==> src/rtl/mem_arbiter_pkg.sv <==
// Shared cache/memory bundle types and arbiter constants.
package cache_definition;

    typedef struct packed {
        logic        valid;
        logic        rw;
        logic [31:0] addr;
        logic [31:0] data;
    } cache_to_mem_type;

    typedef struct packed {
        logic        ready;
        logic [31:0] data;
    } mem_to_cache_type;

    typedef enum logic [1:0] {
        IDLE,
        ISSUE,
        WAIT,
        DONE
    } arb_state_type;

    localparam logic [31:0] ARB_ERR_DATA = 32'hDEAD_BEEF;
    localparam int ARB_NUM_REQ = 2;

    typedef cache_to_mem_type [ARB_NUM_REQ-1:0] cache_to_mem_arr_t;
    typedef mem_to_cache_type [ARB_NUM_REQ-1:0] mem_to_cache_arr_t;

endpackage

==> src/rtl/mem_arbiter_if.sv <==
// Cache-side and controller-side bundle of the memory arbiter.
interface mem_arbiter_if #(
    parameter int NUM_REQ = 2
);
    import cache_definition::*;

    cache_to_mem_type [NUM_REQ-1:0] req_in;
    mem_to_cache_type [NUM_REQ-1:0] resp_out;
    cache_to_mem_type               mem_req;
    mem_to_cache_type               mem_resp;
    logic [$clog2(NUM_REQ)-1:0]     grant_id;
    logic                           busy;
    logic                           timeout_err;

    // slave = the arbiter, master = caches plus memory controller
    modport slave (
        input  req_in, mem_resp,
        output resp_out, mem_req, grant_id, busy, timeout_err
    );

    modport master (
        output req_in, mem_resp,
        input  resp_out, mem_req, grant_id, busy, timeout_err
    );

endinterface

==> src/rtl/mem_arbiter_rr_picker.sv <==
// Combinational round-robin search: first eligible index at or after rr_ptr.
module rr_picker #(
    parameter int NUM_REQ = 2,
    parameter int IW      = $clog2(NUM_REQ)
) (
    input  logic [NUM_REQ-1:0] eligible,
    input  logic [IW-1:0]      rr_ptr,
    output logic               found,
    output logic [IW-1:0]      index
);

    function automatic logic [IW-1:0] wrap(input logic [IW-1:0] p, input int k);
        int s;
        s = int'(p) + k;
        if (s >= NUM_REQ) s = s - NUM_REQ;
        return IW'(s);
    endfunction

    // Walk from the far end so the closest match to rr_ptr wins.
    always_comb begin
        found = 1'b0;
        index = '0;
        for (int k = NUM_REQ - 1; k >= 0; k--) begin
            if (eligible[wrap(rr_ptr, k)]) begin
                found = 1'b1;
                index = wrap(rr_ptr, k);
            end
        end
    end

endmodule

==> src/rtl/mem_arbiter.sv <==
// Round-robin arbiter sharing one memory controller port between caches,
// one transaction in flight, with a watchdog abort.
module mem_arbiter
    import cache_definition::*;
#(
    parameter int          NUM_REQ  = 2,
    parameter int          TIMEOUT  = 16,
    parameter logic [31:0] ERR_DATA = ARB_ERR_DATA
) (
    input  logic          clk,
    input  logic          rst,
    mem_arbiter_if.slave  bus
);

    localparam int IW = $clog2(NUM_REQ);
    localparam int WW = $clog2(TIMEOUT + 1);

    arb_state_type    state, state_n;
    cache_to_mem_type hold;
    logic [IW-1:0]    grant, rr_ptr, pick;
    logic [NUM_REQ-1:0] mask, elig;
    logic [WW-1:0]    wdog;
    logic             found, fin, abort, terr;

    always_comb begin
        elig = '0;
        for (int i = 0; i < NUM_REQ; i++)
            elig[i] = bus.req_in[i].valid && !mask[i];
    end

    rr_picker #(.NUM_REQ(NUM_REQ), .IW(IW)) u_pick (
        .eligible (elig),
        .rr_ptr   (rr_ptr),
        .found    (found),
        .index    (pick)
    );

    assign abort = (state == WAIT) && !bus.mem_resp.ready
                   && (wdog == WW'(TIMEOUT - 1));
    assign fin   = ((state == WAIT) && bus.mem_resp.ready) || abort;

    always_comb begin
        state_n = state;
        unique case (state)
            IDLE:    if (found) state_n = ISSUE;
            ISSUE:   state_n = WAIT;
            WAIT:    if (fin) state_n = DONE;
            DONE:    state_n = IDLE;
            default: state_n = IDLE;
        endcase
    end

    always_ff @(posedge clk or negedge rst) begin
        if (!rst) begin
            state  <= IDLE;
            hold   <= '0;
            grant  <= '0;
            rr_ptr <= '0;
            mask   <= '0;
            wdog   <= '0;
            terr   <= 1'b0;
        end else begin
            state <= state_n;
            mask  <= '0;
            if (state == IDLE && found) begin
                hold  <= bus.req_in[pick];
                grant <= pick;
            end
            if (state == WAIT) wdog <= wdog + 1'b1;
            if (fin)
                rr_ptr <= (grant == IW'(NUM_REQ - 1)) ? '0 : grant + 1'b1;
            if (abort) terr <= 1'b1;
            // Hide the just-served requester for one IDLE cycle only.
            if (state == DONE) begin
                mask <= NUM_REQ'(1) << grant;
                wdog <= '0;
            end
        end
    end

    assign bus.mem_req = '{
        valid: hold.valid && (state == ISSUE),
        rw:    hold.rw,
        addr:  hold.addr,
        data:  hold.data
    };

    always_comb begin
        for (int i = 0; i < NUM_REQ; i++) begin
            bus.resp_out[i].ready = fin && (grant == IW'(i));
            bus.resp_out[i].data  = abort ? ERR_DATA : bus.mem_resp.data;
        end
    end

    assign bus.grant_id    = grant;
    assign bus.busy        = (state != IDLE);
    assign bus.timeout_err = terr;

endmodule

==> src/flat_wrapper.sv <==
// flat-port wrapper written by rule: the top's interface ports become plain ports
module mem_arbiter_flat import cache_definition::*;
#(
    parameter int          NUM_REQ  = 2,
    parameter int          TIMEOUT  = 16,
    parameter logic [31:0] ERR_DATA = ARB_ERR_DATA
)
  (clk, rst, bus_req_in, bus_mem_resp, bus_resp_out, bus_mem_req, bus_grant_id, bus_busy, bus_timeout_err);
  mem_arbiter_if #(.NUM_REQ(NUM_REQ)) bus_i ();
  input  logic clk;
  input  logic rst;
  input wire logic [$bits(bus_i.req_in)-1:0] bus_req_in;
  input wire logic [$bits(bus_i.mem_resp)-1:0] bus_mem_resp;
  output wire logic [$bits(bus_i.resp_out)-1:0] bus_resp_out;
  output wire logic [$bits(bus_i.mem_req)-1:0] bus_mem_req;
  output wire logic [$bits(bus_i.grant_id)-1:0] bus_grant_id;
  output wire logic [$bits(bus_i.busy)-1:0] bus_busy;
  output wire logic [$bits(bus_i.timeout_err)-1:0] bus_timeout_err;
  assign bus_i.req_in = bus_req_in;
  assign bus_i.mem_resp = bus_mem_resp;
  assign bus_resp_out = bus_i.resp_out;
  assign bus_mem_req = bus_i.mem_req;
  assign bus_grant_id = bus_i.grant_id;
  assign bus_busy = bus_i.busy;
  assign bus_timeout_err = bus_i.timeout_err;
  mem_arbiter #(.NUM_REQ(NUM_REQ), .TIMEOUT(TIMEOUT), .ERR_DATA(ERR_DATA)) u_core (.clk(clk), .rst(rst), .bus(bus_i));
endmodule
==> config.mk <==
export PLATFORM = sky130hd
export DESIGN_NAME = mem_arbiter_flat
export DESIGN_NICKNAME = d
export VERILOG_FILES = /design/src/rtl/mem_arbiter_pkg.sv /design/src/rtl/mem_arbiter_if.sv /design/src/rtl/mem_arbiter_rr_picker.sv /design/src/rtl/mem_arbiter.sv /design/src/flat_wrapper.sv
export SDC_FILE = /design/constraint.sdc
export NUM_CORES = 1
export LEC_CHECK = 0
export CAP_MARGIN = 10
export CORE_UTILIZATION = 40
export CTS_BUF_LIST = sky130_fd_sc_hd__clkbuf_4
export DETAILED_ROUTE_END_ITERATION = 10
export PLACE_DENSITY = 0.88
export SYNTH_ARGS = -nofsm -noshare
export SYNTH_HDL_FRONTEND = slang
export SYNTH_SLANG_ARGS = --single-unit
export TNS_END_PERCENT = 5
==> constraint.sdc <==
create_clock -name clk -period 2.6 [get_ports clk]
set_clock_uncertainty 0.2 [all_clocks]
set_input_delay 0.52 -clock clk [delete_from_list [all_inputs] [get_ports clk]]
set_output_delay 0.52 -clock clk [all_outputs]
set_load 0.005 [all_outputs]
==> impl_metrics.ini, run 1 <==
[status]
status = finished, violations left
violations = setup timing

[timing]
setup_tns_ns = -5.68
maxSlewHeadroom_pct = 66.8
setup_slack_ns = -0.146
rsz0062_at_grt = true
setup_viol = 58
hold_violations = 0
fin_crit_ns = 2.75
max_freq_mhz = 364
slew_viol_final = 0
holdWs_ns = 0.291
post-route-period-util_pct = 106
worstMarginPinSlew_ns = 0.499

[worst_setup_path]
crit_fanout = 8
timing.rr.end = u_core.state[1]
end_kind = output pin
worstSetupStartpointType = flop
required_ns = 1.88
cp_top_family = buffers and inverters
cp_slowest_cell = dfrtp_1
r2r_cells = 9
rrSetupSlack_ns = 0.55
slowest_delay_ns = 0.41
cp.depth = 9
cp.arrival_ns = 2.03
crit_type = flop to output pin
cp.buffers_inverters = 4
path_cells = ha_2, and3_4, ha_4, nand3b_1, buf_6, buf_6, buf_16, nand2b_4, buf_2
path_common_cell = buf_6
r2r-start = u_core.wdog[1]
crit_end = bus_resp_out[63]
crit_start = u_core.wdog[1]

[synthesis]
synth_seq_cells = 78
synth-async-reset-ratio_pct = 100
syn_nets = 822
yosys.area.top_type = dfrtp_1
synth-edff-count = 0
yosysWarnings = 0
netlist_instances = 648
synth-seq-area-share_pct = 34.1
synth_top_cell_area_share_pct = 34.1
ys_top_cells_by_area = dfrtp_1 34%, buf_4 13%, a221oi_1 10%
synth_ff_type = dfrtp_1
netlist_area_um2 = 5720
synth.avg_cell_area_um2 = 8.83
synth.distinct_cells = 34

[placement]
port_buffers = 301
gp_congestion = 0.781
dpl.hpwl_mm = 12.3
dpl_cell_area_um2 = 8250

[clock_tree]
htreeDepth = 3
cts_sinks = 78
clk_pin_slew_ns = 0.13
clk-insertion-delay-late_ns = 0.42
clock_path_buffers = 2
root_buffer = clkbuf_4
cts_buffers = 9
cts_tree = done

[pwr]
p_per_area_nw_per_um2 = 842
finalPower_mw = 7.39
p_leak_nw = 4.07
peakVddDrop_uv = 457

[route]
drtPass1Iterations = 6
drc = 0
vias_per_cell = 5.52
detail_route.wirelength_mm = 18.9
drtAntennaViolNets = 0
wl_per_cell_um = 18.6
num_vias = 5612
drt_iter0_drc = 426

[global_route]
grt_max_degree = 101
grt_pass1_vias = 5632
antenna_found_initial = 1
gr-total-overflow = 0
grt_usage_pct = 25.1
grt_pass1_wl_mm = 29.0

[cells_and_area]
areaGrowthSynthToFinish_pct = 53.4
stdcell_area_um2 = 8770
utilization_pct = 63.0
drive_above_1_share_pct = 19.3
nets = 1005

[floorplanning]
fp-row-count = 43
die_h_um = 122
initial_core_util_pct = 41.1
die_area_um2 = 14800
io-pin-count = 302
coreArea_um2 = 13900
fp.dieW_um = 122

[run]
cap_violations = 0

[hold_path]
hold_depth = 1
hold_class = flop to flop
[flip-flops by register name, summed over array words and instances, names as in the netlist]
register	flops
u_core.bus.mem_req	65
u_core.bus.timeout_err	1
u_core.state	2
u_core.wdog	5
u_core.mask	2
u_core.hold	1
u_core.bus.grant_id	1
u_core.rr_ptr	1
[timing repair]
action                                  CTS  global route
hold buffers                              1             0
gates resized for setup                 319            28
gates cloned                              3             0
pin swaps                                 7             4
setup buffers                             9             2
endpoints found under the setup margin   67            67
endpoints found under the hold margin    35             0
[area by class of cell]
class | count | area (um2)
inverters | 71 | 267
clock buffers | 10 | 75.1
fillers | 1110 | 5160
well taps | 180 | 225
clock inverters | 6 | 134
diodes | 1 | 2.50
flip-flops and latches | 78 | 1950
repair buffers | 336 | 3400
multi-input cells | 335 | 2720
[routing by layer]
| metal | routed length, um | up-vias | global-route usage (%) |
|---|---|---|---|
| met5 | 0 | - | 0 |
| met4 | 671 | 0 | 11.9 |
| met3 | 1190 | 45 | 3.32 |
| met2 | 9640 | 259 | 42.4 |
| met1 | 7380 | 2730 | 31.6 |
| li1 | - | 2578 | - |
[where the power goes]
group          total, mW  internal (mW)  switching [mW]
sequential          2.15           1.80           0.349
clock               1.05          0.595           0.456
combinational       4.19           2.31            1.88
total               7.39           4.71            2.68
[synthesized netlist by cell type, types with 2 or more instances]
library cell / number
buf_4: 97
dfrtp_1: 78
inv_1: 71
o21ai_0: 66
a221oi_1: 65
a22oi_1: 65
and3b_1: 65
clkbuf_1: 52
nand2b_1: 28
and2_1: 10
buf_2: 8
nor2_1: 8
ha_1: 7
buf_6: 5
nor2b_1: 3
xor2_1: 2
[cells by family after synthesis]
kind of cell               count (synthesis)  share of synthesized area [%]
and+or+nand+nor                          121                           15.7
adders and majority gates                  7                           1.53
muxes                                      2                          0.372
DFF                                       78                           34.1
xor gates and xnor gates                   3                          0.459
AOI/OAI and AO/OA                        202                           25.1
buffers and inverters                    235                           22.6
[per-stage QoR]
step                      worst slack (ns)  std cells
after floorplan                      0.206        648
after global placement              -0.154        987
after detailed placement            -0.189        987
after CTS                           -0.212       1016
after global routing                -0.254       1017
final                               -0.146       1017
[placed cells by master (no fill, tap or decap), types with 2 or more instances in the layout]
master / count
o21ai_0: 65
nor2b_1: 3
nor2_1: 8
ha_2: 3
nand2b_4: 25
inv_1: 70
dfrtp_1: 77
clkdlybuf4s50_1: 233
and2_4: 5
a221oi_1: 65
buf_2: 18
ha_1: 3
buf_16: 2
nand2b_1: 2
buf_6: 47
bufinv_16: 4
clkbuf_2: 7
clkbuf_4: 10
a22oi_1: 65
xor2_1: 2
and3b_1: 65
and2_1: 5
buf_12: 11
buf_4: 17
[how the worst min path moves through the flow]
stage / slack [ns] / to / startpoint
2_1_floorplan: 0.02 / u_core.bus.grant_id / rst
3_3_place_gp: 0.24 / u_core.hold[65] / u_core.hold[65]
3_5_place_dp: 0.26 / u_core.bus.timeout_err / u_core.bus.timeout_err
4_1_cts: 0.29 / u_core.bus.timeout_err / u_core.bus.timeout_err
5_1_grt: 0.31 / u_core.hold[65] / u_core.hold[65]
6_report: 0.29 / u_core.hold[65] / u_core.hold[65]
[worst reg2reg max path: stages (launching register included)]
cell	delay [ns]
dfrtp_1	0.38
ha_2	0.19
and3_4	0.19
ha_4	0.12
buf_4	0.10
buf_6	0.09
buf_4	0.09
nor2_1	0.04
a32oi_1	0.21
mux2_2	0.36
No activity file was read; power rests on OpenSTA's default activity.
==> inputs of run 2 (changes only) <==
ABC_AREA = 0   (was not set)
ABC_CLOCK_PERIOD_IN_PS = 2600   (was not set)
==> results of run 2 <==
The final DEF is identical to that of run 1; final timing and power are the same.
==> patch: new RTL, flow settings as in run 2 <==
Reset style: synchronous (`rst`), changed in one clocked block.
--- a/src/rtl/mem_arbiter.sv
+++ b/src/rtl/mem_arbiter.sv
@@ -50,7 +50,7 @@
         endcase
     end
 
-    always_ff @(posedge clk or negedge rst) begin
+    always_ff @(posedge clk) begin
         if (!rst) begin
             state  <= IDLE;
             hold   <= '0;
Function: differs if rst is asserted again (counterexample within 4 cycles, from zero or initial values and one cycle with rst low); with rst held inactive, the same outputs for 4 cycles.
==> patch against run 2 <==
Critical endpoint is now bus_resp_out[13]; wire length shrank 23%; the flow still finishes with violations (setup timing); hold slack got worse by 0.021 ns; clock power is 39% lower; final area decreased by 18%; sequential cell count unchanged; global-route usage shrank 1.2 points; worst setup slack better by 0.037 ns; count of clock-buffer cells in the layout unchanged; area after synthesis is 22% lower; cell count shrank 11%; first-iteration DRC count is 20% lower; total power shrank 33%.
==> patch: results (changes against run 2) <==
placement:
  place.gp.congestion: 0.7673  # was 0.7809
  postPlaceCellArea_um2: 6855  # was 8249 µm²
  pre_cts_slack_ns: -0.1401  # was -0.1886 ns
  dp_hpwl_um: 10500  # was 12,280 µm
  numPortBuffers: 301  # unchanged
sta:
  setup_viol: 45  # was 58
  worst_slack_ns: -0.1092  # was -0.1461 ns
  tightest_slew_ns: 0.5140  # was 0.4987 ns
  setup_tns_ns: -1.335  # was -5.681 ns
logic_synthesis:
  yosys_warnings: 0  # unchanged
  yosys-top-cells-count: "nand2_1 (123), buf_4 (99), dfxtp_1 (78)"  # was buf_4 (97), dfrtp_1 (78), inv_1 (71)
  yosysSeqAreaShare_pct: 35.15  # was 34.12%
  syn_nets: 736  # was 822
  synth-async-reset-ratio_pct: 0  # was 100.0%
  synth_cell_types: 37  # was 34
  synthTopCellsByArea: "dfxtp_1 (35%), buf_4 (17%), nand2_1 (10%), a31oi_1 (7.7%), o21ai_0 (7.1%)"  # was dfrtp_1 (34%), buf_4 (13%), a221oi_1 (10%), and3b_1 (10%), a22oi_1 (8.5%)
outcome:
  violations: "setup timing"  # unchanged
  outcome: "finished, violations left"  # unchanged
global_route:
  grt_pass1_vias: 4285  # was 5,632
  antenna_found_initial: 0  # was 1
  grt_start_max_net_pins: 69  # was 101
  track_usage_pct: 23.83  # was 25.08%
  grt_pass1_wl_um: 21490  # was 29,040 µm
clock_network:
  numCtsBuffers: 9  # unchanged
  h-tree-depth: 3  # unchanged
  clk_pin_slew_ns: 0.13  # about the same
  insertion_delay_ns: 0.43
  cts_buffer_depth: 2  # unchanged
  clock-root-buffer: "clkbuf_4"  # unchanged
route:
  vias_per_cell: 4.959  # was 5.518
  drt-met1-wl_um: 5236  # was 7378 µm
  routed-wl-met2_um: 7621  # was 9640 µm
  top_layer: "met4"  # unchanged
  first_pass_iters: 4  # was 6
  finalWirelength_um: 14500  # was 18,880 µm
  route.met3.wl_um: 1200  # was 1193 µm
  drt-initial-drc-count: 342  # was 426
worst_hold_path:
  hold_class: "flip-flop to flip-flop"  # unchanged
finish:
  finalInstanceArea_um2: 7196  # was 8773 µm²
  nets: 932  # was 1,005
  largest_reg_flops: 65  # unchanged
  nFillCells: 873  # was 1,110
  diodes: 0  # was 1
  drive_gt1_share_pct: 20.73  # was 19.26%
critical_path:
  cp_max_fo: 8  # unchanged
  worst_path_max_delay_cell: "dfxtp_2"  # was dfrtp_1
  slowest_delay_ns: 0.37  # was 0.41 ns
  crit_arrival_ns: 1.99  # was 2.03 ns
power_and_ir_drop:
  ir_drop_v: 0.0004758  # was 0.0004575 V
  p_leak_nw: 2.970  # was 4.069 nW
  switching_share_pct: 35.34  # was 36.32%
-- patch: cell count changes in the layout (fill, tap and decap cells not counted), sizes merged, moves of 14 or more --
cell and delta:
a221oi -65, inv -64, a22oi -65, dfxtp +78
and3b -65, buf -14, nand2 +132, a31oi +65
dfrtp -78
-- patch: path summary, 6_finish.rpt --
kind,slack (ns),to,cells past startpoint,startpoint
worst min register to register,0.27,u_core.mask[0],1,u_core.bus.grant_id
worst max-delay path,-0.11,bus_resp_out[13],8,u_core.wdog[0]
worst min-delay path,0.27,u_core.mask[0],1,u_core.bus.grant_id
worst max register to register,0.71,u_core.bus.mem_req[5],7,u_core.state[0]
-- patch: area by class of cell --
| class | count | area share [%] |
|---|---|---|
| clock buffers | 10 | 1.043 |
| clock inverters | 5 | 0.4869 |
| inverters | 6 | 0.3130 |
| multi-input cells | 341 | 28.80 |
| flip-flops and latches | 78 | 21.74 |
| well taps | 140 | 2.434 |
| repair buffers | 322 | 45.19 |
-- patch: power groups by stage --
stage               sequential, W  clock [W]  combinational [W]
global route              0.00187   0.000714            0.00274
CTS                       0.00182   0.000667            0.00249
global placement          0.00182          0            0.00242
floorplan                 0.00178          0            0.00163
detailed placement        0.00184          0            0.00249
finish                    0.00183   0.000637            0.00251
-- patch: per-stage QoR --
stage / instances / hold slack (ns) / power [W]
global route: 902 / 0.3001 / 0.005323
floorplan: 562 / 0.2323 / 0.003416
detailed placement: 880 / 0.2535 / 0.004336
global placement: 880 / 0.2388 / 0.004235
CTS: 901 / 0.2798 / 0.004985
finish: 902 / 0.2704 / 0.004973
-- patch: cell families (layout without fill, tap and decap cells) --
kind of cell             after synthesis  count (layout)  share of synthesized area (%)
AND/OR/NAND/NOR                      189             189                          19.52
buffers and inverters                143             343                          22.62
AO/OA/AOI/OAI                        141             141                          19.92
flip-flops                            78              78                          35.15
adder cells (fa/ha/maj)                7               7                          1.972
XOR/XNOR                               3               3                         0.5917
multiplexers                           1               1                         0.2254
-- patch: routing by layer --
layer / global-route usage, % / up-vias
li1: - / 2179
met1: 24.80 / 2059
met2: 44.06 / 202
met3: 6.659 / 33
met4: 10.96 / 0
met5: 0 / -
-- patch: what timing repair did --
action                     4_1_cts  5_1_grt
resized for setup              269       62
gates cloned                     2        1
hold buffers                     0        0
pin swaps                       12        2
setup endpoints to repair       67       66
setup buffers                    4        2
